### src/rtl/ecap5_dwbuart_pkg.sv
// rtl/ecap5_dwbuart_pkg.sv - shared UART types, encodings and helpers
// Contents:
//   rx_state_t      receive deframer states
//   DS_5..DS_8      data size encodings (CR.DS)
//   PARITY_*        parity encodings (CR.P): [1]=enable, [0]=odd
//   SAMPLE_*/BIT_LAST  oversampling counter positions
//   maj3()          2-of-3 majority vote
//   data_last_idx() index of the last data bit for a data size
package ecap5_dwbuart_pkg;

  typedef enum logic [2:0] {
    IDLE,
    START,
    DATA,
    PARITY,
    STOP
  } rx_state_t;

  localparam logic [1:0] DS_5 = 2'd0;
  localparam logic [1:0] DS_6 = 2'd1;
  localparam logic [1:0] DS_7 = 2'd2;
  localparam logic [1:0] DS_8 = 2'd3;

  localparam logic [1:0] PARITY_NONE = 2'b00;
  localparam logic [1:0] PARITY_EVEN = 2'b10;
  localparam logic [1:0] PARITY_ODD  = 2'b11;
  localparam int         PAR_EN_BIT  = 1;
  localparam int         PAR_ODD_BIT = 0;

  // Samples are taken around the middle of each 16-tick bit period.
  localparam logic [3:0] SAMPLE_FIRST = 4'd7;
  localparam logic [3:0] SAMPLE_MID   = 4'd8;
  localparam logic [3:0] SAMPLE_LAST  = 4'd9;
  localparam logic [3:0] BIT_LAST     = 4'd15;

  function automatic logic maj3(input logic [2:0] v);
    return (v[0] & v[1]) | (v[0] & v[2]) | (v[1] & v[2]);
  endfunction

  function automatic logic [2:0] data_last_idx(input logic [1:0] ds);
    logic [2:0] idx;
    case (ds)
      DS_5:    idx = 3'd4;
      DS_6:    idx = 3'd5;
      DS_7:    idx = 3'd6;
      DS_8:    idx = 3'd7;
      default: idx = 3'd7;
    endcase
    return idx;
  endfunction

endpackage

### src/rtl/uart_baud_gen.sv
// rtl/uart_baud_gen.sv - phase-accumulator 16x baud tick generator
// Ports:
//   clk_i   in   system clock
//   rst_i   in   asynchronous active-high reset
//   incr_i  in   accumulator increment; tick rate = f_clk*incr_i/2^ACC_WIDTH
//   tick_o  out  one-cycle pulse on accumulator carry-out
module uart_baud_gen #(
  parameter int ACC_WIDTH = 16
) (
  input  logic                 clk_i,
  input  logic                 rst_i,
  input  logic [ACC_WIDTH-1:0] incr_i,
  output logic                 tick_o
);

  logic [ACC_WIDTH-1:0] acc_q, acc_d;
  logic [ACC_WIDTH:0]   sum;

  // Free-running: the accumulator is never cleared, so the tick phase is
  // independent of frame boundaries.
  always_comb begin
    sum    = {1'b0, acc_q} + {1'b0, incr_i};
    acc_d  = sum[ACC_WIDTH-1:0];
    tick_o = sum[ACC_WIDTH];
  end

  always_ff @(posedge clk_i or posedge rst_i) begin
    if (rst_i) begin
      acc_q <= '0;
    end else begin
      acc_q <= acc_d;
    end
  end

endmodule

### src/rtl/uart_rx_frontend.sv
// rtl/uart_rx_frontend.sv - UART receive deframer with 16x oversampling
// Ports:
//   clk_i         in   system clock
//   rst_i         in   asynchronous active-high reset
//   uart_rx_i     in   asynchronous serial line, idle high
//   acc_incr_i    in   baud accumulator increment (16x baud tick)
//   ds_i          in   data size: 0=5 .. 3=8 bits
//   s_i           in   stop bits: 0=one, 1=two
//   p_i           in   [1]=parity enable, [0]=odd/even
//   frame_o       out  received data, right-justified
//   parity_err_o  out  parity mismatch for frame_o
//   frame_err_o   out  a stop bit was sampled low
//   valid_o       out  one-cycle pulse when frame_o/flags update
module uart_rx_frontend
  import ecap5_dwbuart_pkg::*;
#(
  parameter int ACC_WIDTH = 16
) (
  input  logic                 clk_i,
  input  logic                 rst_i,
  input  logic                 uart_rx_i,
  input  logic [ACC_WIDTH-1:0] acc_incr_i,
  input  logic [1:0]           ds_i,
  input  logic                 s_i,
  input  logic [1:0]           p_i,
  output logic [7:0]           frame_o,
  output logic                 parity_err_o,
  output logic                 frame_err_o,
  output logic                 valid_o
);

  logic tick;

  uart_baud_gen #(
    .ACC_WIDTH(ACC_WIDTH)
  ) u_baud_gen (
    .clk_i  (clk_i),
    .rst_i  (rst_i),
    .incr_i (acc_incr_i),
    .tick_o (tick)
  );

  rx_state_t  state_q, state_d;
  logic       sync1_q, sync1_d;
  logic       sync2_q, sync2_d;
  logic       rx_prev_q, rx_prev_d;
  logic [3:0] cnt_q, cnt_d;
  logic [2:0] samp_q, samp_d;
  logic [2:0] bit_idx_q, bit_idx_d;
  logic [7:0] data_q, data_d;
  logic [1:0] ds_q, ds_d;
  logic       s_q, s_d;
  logic [1:0] p_q, p_d;
  logic       stop_idx_q, stop_idx_d;
  logic       pe_acc_q, pe_acc_d;
  logic       fe_acc_q, fe_acc_d;
  logic [7:0] frame_q, frame_d;
  logic       pe_q, pe_d;
  logic       fe_q, fe_d;
  logic       valid_q, valid_d;

  logic rx_s;
  logic fall;
  logic bit_end;
  logic mid_end;
  logic maj_full;
  logic maj_mid;

  always_comb begin
    rx_s    = sync2_q;
    fall    = rx_prev_q & ~rx_s;
    bit_end = tick && (cnt_q == BIT_LAST);
    mid_end = tick && (cnt_q == SAMPLE_LAST);
    // At mid-bit completion the third sample is the one arriving this cycle.
    maj_full = maj3(samp_q);
    maj_mid  = maj3({rx_s, samp_q[1:0]});

    sync1_d    = uart_rx_i;
    sync2_d    = sync1_q;
    rx_prev_d  = sync2_q;
    state_d    = state_q;
    cnt_d      = cnt_q;
    samp_d     = samp_q;
    bit_idx_d  = bit_idx_q;
    data_d     = data_q;
    ds_d       = ds_q;
    s_d        = s_q;
    p_d        = p_q;
    stop_idx_d = stop_idx_q;
    pe_acc_d   = pe_acc_q;
    fe_acc_d   = fe_acc_q;
    frame_d    = frame_q;
    pe_d       = pe_q;
    fe_d       = fe_q;
    valid_d    = 1'b0;

    if (tick) begin
      cnt_d = cnt_q + 4'd1;
      case (cnt_q)
        SAMPLE_FIRST: samp_d[0] = rx_s;
        SAMPLE_MID:   samp_d[1] = rx_s;
        SAMPLE_LAST:  samp_d[2] = rx_s;
        default: ;
      endcase
    end

    case (state_q)
      IDLE: begin
        // Edge-triggered so a line stuck low after a break never retriggers.
        if (fall) begin
          state_d    = START;
          cnt_d      = 4'd0;
          bit_idx_d  = 3'd0;
          data_d     = 8'd0;
          stop_idx_d = 1'b0;
          pe_acc_d   = 1'b0;
          fe_acc_d   = 1'b0;
          ds_d       = ds_i;
          s_d        = s_i;
          p_d        = p_i;
        end
      end
      START: begin
        if (bit_end) begin
          state_d   = maj_full ? IDLE : DATA;
          bit_idx_d = 3'd0;
        end
      end
      DATA: begin
        if (bit_end) begin
          data_d[bit_idx_q] = maj_full;
          if (bit_idx_q == data_last_idx(ds_q)) begin
            state_d = p_q[PAR_EN_BIT] ? PARITY : STOP;
          end else begin
            bit_idx_d = bit_idx_q + 3'd1;
          end
        end
      end
      PARITY: begin
        if (bit_end) begin
          pe_acc_d = ((^data_q) ^ maj_full) != p_q[PAR_ODD_BIT];
          state_d  = STOP;
        end
      end
      STOP: begin
        if (stop_idx_q == s_q) begin
          // Last stop bit finishes mid-bit to leave margin for the next start.
          if (mid_end) begin
            frame_d = data_q;
            pe_d    = pe_acc_q;
            fe_d    = fe_acc_q | ~maj_mid;
            valid_d = 1'b1;
            state_d = IDLE;
          end
        end else if (bit_end) begin
          fe_acc_d   = fe_acc_q | ~maj_full;
          stop_idx_d = 1'b1;
        end
      end
      default: state_d = IDLE;
    endcase
  end

  always_ff @(posedge clk_i or posedge rst_i) begin
    if (rst_i) begin
      state_q    <= IDLE;
      sync1_q    <= 1'b1;
      sync2_q    <= 1'b1;
      rx_prev_q  <= 1'b1;
      cnt_q      <= 4'd0;
      samp_q     <= 3'd0;
      bit_idx_q  <= 3'd0;
      data_q     <= 8'd0;
      ds_q       <= 2'd0;
      s_q        <= 1'b0;
      p_q        <= 2'd0;
      stop_idx_q <= 1'b0;
      pe_acc_q   <= 1'b0;
      fe_acc_q   <= 1'b0;
      frame_q    <= 8'd0;
      pe_q       <= 1'b0;
      fe_q       <= 1'b0;
      valid_q    <= 1'b0;
    end else begin
      state_q    <= state_d;
      sync1_q    <= sync1_d;
      sync2_q    <= sync2_d;
      rx_prev_q  <= rx_prev_d;
      cnt_q      <= cnt_d;
      samp_q     <= samp_d;
      bit_idx_q  <= bit_idx_d;
      data_q     <= data_d;
      ds_q       <= ds_d;
      s_q        <= s_d;
      p_q        <= p_d;
      stop_idx_q <= stop_idx_d;
      pe_acc_q   <= pe_acc_d;
      fe_acc_q   <= fe_acc_d;
      frame_q    <= frame_d;
      pe_q       <= pe_d;
      fe_q       <= fe_d;
      valid_q    <= valid_d;
    end
  end

  assign frame_o      = frame_q;
  assign parity_err_o = pe_q;
  assign frame_err_o  = fe_q;
  assign valid_o      = valid_q;

endmodule
### config.mk
export PLATFORM = sky130hd
export DESIGN_NAME = uart_rx_frontend
export DESIGN_NICKNAME = d
export VERILOG_FILES = /design/src/rtl/ecap5_dwbuart_pkg.sv /design/src/rtl/uart_baud_gen.sv /design/src/rtl/uart_rx_frontend.sv
export SDC_FILE = /design/constraint.sdc
export NUM_CORES = 1
export LEC_CHECK = 0
export ABC_AREA = 0
export BUFFER_PORTS_ARGS = -buffer_cell sky130_fd_sc_hd__buf_4
export CELL_PAD_IN_SITES_DETAIL_PLACEMENT = 0
export CELL_PAD_IN_SITES_GLOBAL_PLACEMENT = 2
export CORE_MARGIN = 4
export CORE_UTILIZATION = 38
export DETAILED_ROUTE_END_ITERATION = 8
export PLACE_DENSITY = 0.91
export SLEW_MARGIN = 10
export SYNTH_ARGS = -nofsm -noshare
export SYNTH_HDL_FRONTEND = slang
export SYNTH_SLANG_ARGS = --single-unit
### constraint.sdc
create_clock -name clk_i -period 2.65 [get_ports clk_i]
set_input_delay 0 -clock clk_i [delete_from_list [all_inputs] [get_ports clk_i]]
set_output_delay 0 -clock clk_i [all_outputs]
set_load 0.1 [all_outputs]
Word-level counts from Yosys, hierarchy flattened
Index checks and enable logic that the tools add are counted.
Storage, ports and cells
  register bits: 59
  output and inout bits: 11
  bits in writable memories: 0
  input port bits: 24
  memory bits (read-only): 0
  logic and storage cells: 125
  bits in latches: 0
  memories kept: 0
Operators by class
  mux-type cells: 39
  add/subtract/negate cells: 3
  div/mod/pow operators: 0
  shifts and indexed selects: 0
  bitwise operators: 16
  equality and inequality tests: 24
  $lt $le $gt $ge: 2
  reductions and logical operators: 20
  multiply operators: 0
Operator list (count)
  $mux 3: 14
  $ne 2x2->1 const B: 10
  $add 16x16->17: 1
  $mux 8: 2
  $pmux 8 s2: 1
  $pmux 3 s5: 1
  $eq 4x4->1 const B: 3
  $mux 4: 3
  $pmux 3 s4: 1
  $mux 1: 10
  $pmux 3 s3: 1
  $reduce_and 3->1: 3
  $bwmux 8: 1
  $reduce_and 2->1: 4
  $reduce_xor 8->1: 1
  $reduce_and 7->1: 1
  $and 1x1->1: 6
  $eq 3x2->1 const B: 2
  $or 1x1->1: 6
  $pmux 1 s2: 3
  $reduce_bool 2->1: 3
  $reduce_and 5->1: 1
  $add 4x1->4 const B: 1
  $eq 2x2->1 const B: 2
  other kinds (19): 23

Depth between registers and ports, before layout
  depth in word-level cells: 8
  mapped depth: 10
  mapped depth without buffers: 8

By module
Synthesis repeated with hierarchy kept, for this count alone.
Unflattened totals
  cell total of the unflattened synthesis: 328
  area total of the unflattened synthesis: 3393.3 um^2
Modules (own cells, without submodules)
  uart_rx_frontend: times used 1, cells each 201, seq. area each 1079.8 um^2, area an instance 2133.3 um^2
  uart_baud_gen: times used 1, cells each 127, seq. area each 400.4 um^2, area an instance 1260.0 um^2

Least setup slack after synthesis
Ideal clock, no wire load.
  kind: reg2reg
  start: register u_baud_gen.acc_q[0]
  end: register frame_q[0] (netlist: frame_o[0])
  stages on the path, launching flop included: 11
  arrival: 2291 ps
  setup slack: 233 ps
  buffers on the path: 2
  period minus slack after synthesis: 2417 ps
  required time: 2524 ps
  library setup time: 126 ps
  cells stage by stage: dfrtp_1 ha_1 fa_1 a211oi_1 nor2_1 o211ai_2 and2_4 buf_6 nor4b_4 buf_6 mux2_4
On the way
  word-level cells in the longest chain between the ends: 3
Ends and longest elaborated chain
  from (decl): line uart_baud_gen.sv:16  | logic [ACC_WIDTH-1:0] acc_q, acc_d;
  from (signal assigned): line uart_baud_gen.sv:29  | acc_q <= '0;
  from (signal assigned): line uart_baud_gen.sv:31  | acc_q <= acc_d;
  $add 16x16->17: line uart_baud_gen.sv:22  | sum = {1'b0, acc_q} + {1'b0, incr_i};
  $logic_and 1x1->1: line uart_rx_frontend.sv:73  | mid_end = tick && (cnt_q == SAMPLE_LAST);
  $reduce_and 3->1 (no line)
  to (signal assigned): line uart_rx_frontend.sv:199  | frame_q <= frame_d;
  to (decl): line uart_rx_frontend.sv:57  | logic [7:0] frame_q, frame_d;
Every way passes these cells.
A chain may end at the register's enable or synchronous reset.

Final worst setup path
  start: register u_baud_gen.acc_q[0]
  end: register bit_idx_q[0]
On the way
  word-level cells in the longest chain between the ends: 4
  elaborated cells between the ends (all ways): 5
  classes of those cells: 1 x add/sub; 2 x eq/ne; 2 x reduce/logical
Ends and longest elaborated chain
  $add 16x16->17 *: line uart_baud_gen.sv:22
  $logic_and 1x1->1 *: line uart_rx_frontend.sv:72  | bit_end = tick && (cnt_q == BIT_LAST);
  $ne 2x2->1 (no line)
  $reduce_and 5->1 (no line) *
  to (signal assigned): line uart_rx_frontend.sv:191  | bit_idx_q <= bit_idx_d;
  to (decl): line uart_rx_frontend.sv:49  | logic [2:0] bit_idx_q, bit_idx_d;
Mark *: on every way between the ends. The rest lies on a longest branch, timed or not.

==> run metrics <==
CP required 2.87 ns; Startpoint Class register; worst clock skew roughly 0.0076 ns; Setup CP Type reg -> reg; Seq/Total Area, Yosys between 40% and 50%; Vias 2749; total power about 0.0041 W; Final Cycle Share 92.8%; Row Count 34; setup TNS 0 ns; Clock Latency Late Sink around 0.33 ns; GR Util met3 between 3 and 4%; Final setup viols 0; HPWL after detailed placement 5380 um; number of max-cap violations 0; Final nets 460; Post-Synth XOR/XNOR Area under 10%; core region area 8720 sq um; area of the die 10500 sq um; Worst EP arrival 2.68 ns; switching power 0.00154 W; first-pass GRT wire length 12300 um; RSZ-0062 raised after global routing no; largest net degree at the start of global routing 47; Synth Instances 347; Starting Density 39.0%; yosys warns 0; fraction of registers with async set/reset 100%; CTS Sinks 59; # diodes 0; Clock Tree Buf Depth 2; crit path time final 2.46 ns; DRT antenna net count 0; combinational share of power 47.7%; CP Max Fanout 5; Cell Area, Synth 3400 sq um; Worst slew margin 44.3%; vias in the first global route 2603; Avg Cell Area, Syn 9.81 sq um; internal power roughly 0.0025 W; Crit. End Element register; hold slack 0.0541 ns; PwrDens a little under 1000 nW/um^2; worst slew pin tran 0.827 ns; clock network fraction of design power 19.7%; Post-Synth Simple-Gate Area 15.9%; Final GP Congestion approximately 0.84; adder-cell share of the synthesized area 7.94%; most frequent cells in the layout buf_4 (59), dfrtp_1 (56), nand2_1 (45); CTS tree yes; Num CTS Buffers 9; LEAKAGE 1.98 nW; Distinct cells, synth 54; P&R area growth vs syn 24.2%; Iteration-0 DRC Markers 161; die height 103 um; # fillers 840; Setup WS post-layout 0.191 ns; All-Layer GR Usage approximately 15%; FF+latch count, synth 59; Sw Share around 38%; TritonRoute pass-1 iters 4; Slew Limit Fails 0; Hold Path Class in -> reg; GRT Residual Overflow 0; Max Fclk 407 MHz; VDD IR-drop max 0.378 mV; Syn Nets ~390; DR vias/cell 5.21; clock slew at the register clock pins of the worst setup and hold paths 0.07 ns; DRC errors left 0; pre-CTS setup slack -0.157 ns; Die Width 103 um; drt total wl between 7000 and 8000 um; largest family of logic cells by synthesized area compound AO/OA/AOI/OAI gates; share of layout cells above drive strength 1 23.8%; GR Layer Usage met2 between 20% and 30%; Top Ports 35; met1 Usage GRT 21.0%; ys flop type dfrtp_1; status completed; post-synthesis mux area share 5.48%; commonest non-fill, non-tap cell in the layout buf_4; Sequential Power Share around a third; post-synthesis compound-gate area fraction around 18%; Hold Vio Cnt, Final 0; Post-synth EDFFs 0; WL per Instance 13.9 um; initial antenna violation count 0; port bufs 34; GRT Max-Usage Layer met2; CTS H-tree lvls 3; CTS Root Cell clkbuf_8
-- power by group through the flow --
stage | combinational (W) | sequential (W) | clock, W
finish | 0.00194 | 0.00133 | 0.000804
global route | 0.00218 | 0.00136 | 0.000872
CTS | 0.00195 | 0.00133 | 0.000831
detailed placement | 0.00192 | 0.00135 | 0
global placement | 0.00189 | 0.00133 | 0
floorplan | 0.00144 | 0.00129 | 0
-- cells by family after synthesis --
kind of cell               count (synthesis)
xor gates and xnor gates                  26
buffers and inverters                     23
muxes                                     14
AOI/OAI and AO/OA                         90
DFF                                       59
adders and majority gates                 21
and+or+nand+nor                          114
-- cell usage after synthesis (all sizes together) (2+ instances only) --
cell    instances  area, sq um
dfstp           3         78.8
mux2           13          176
a31oi           6         37.5
clkbuf         10         37.5
nand2          45          169
nor3b           5         37.5
a32oi           2         17.5
inv            11         41.3
a21boi          3         22.5
nand4           4         25.0
nor2b           2         12.5
a21o            5         38.8
o21ai          15         82.6
ha             20          250
nand2b          3         18.8
and3            4         25.0
xor2            5         43.8
xnor2          21          184
and2            2         15.0
o21a            2         15.0
o41ai           2         17.5
dfrtp          56         1400
a211oi          4         30.0
a21oi          29          149
o211ai         11         87.6
nand3          13         65.1
nor2           27          101
buf             2         22.5
o21bai          2         15.0
nor3            4         20.0
-- layer usage --
metal  vias to the layer above  routed length (um)
met3                         6                 334
li1                       1379                   -
met1                      1309                3540
met5                         -                   0
met4                         0                  84
met2                        55                3350
-- critical path: stages, from the launching register on --
cell and delay [ns]:
dfrtp_1 0.36, ha_1 0.22, fa_2 0.38, a211oi_1 0.23
nor2_1 0.13, o211ai_2 0.21, buf_4 0.17, a21oi_1 0.15
and3_1 0.23, mux2_2 0.25
-- metrics by stage --
stage               std cells  area [sq um]  utilization (%)
finish                    528          4230             48.5
global route              528          4230             48.5
CTS                       528          4230             48.5
detailed placement        501          3910             44.9
global placement          501          3910             44.9
floorplan                 347          3400                -
-- area by class of cell --
| cell class | instances | area, sq um | share of cell area, % |
|---|---|---|---|
| tap | 108 | 135 | 3.20 |
| timing repair buffer | 69 | 553 | 13.1 |
| sequential | 59 | 1480 | 35.0 |
| clock inverter | 5 | 52.6 | 1.24 |
| clock buffer | 11 | 141 | 3.34 |
| inverter | 11 | 41.3 | 0.977 |
| multi-input combinational | 265 | 1820 | 43.1 |
-- path summary, 6_finish.rpt --
path,from,endpoint,slack (ns),cells after the start
max,u_baud_gen.acc_q[0],bit_idx_q[0],0.19,9
min,acc_incr_i[5],u_baud_gen.acc_q[5],0.05,3
max reg2reg,u_baud_gen.acc_q[0],bit_idx_q[0],0.19,9
min reg2reg,sync1_q,rx_prev_d,0.36,0
max in group asynchronous,rst_i,cnt_q[3],1.55,4
min in group asynchronous,rst_i,u_baud_gen.acc_q[2],0.19,3
-- what timing repair did --
action	in CTS	in global routing
hold buffers	9	0
gates resized for setup	0	2
buffers inserted	2	0
pin swaps	1	1
endpoints found under the setup margin	9	6
hold endpoints to repair	21	0
-- state kept, by name, indices dropped and copies added, names as in the netlist, 2 cells and up --
| signal | flops |
|---|---|
| u_baud_gen.acc_q | 16 |
| samp_q | 3 |
| state_q | 3 |
| frame_o | 8 |
| p_q | 2 |
| data_q | 8 |
| cnt_q | 4 |
| ds_q | 2 |
| bit_idx_q | 3 |
Note: power is estimated with default switching activity, not from simulation.
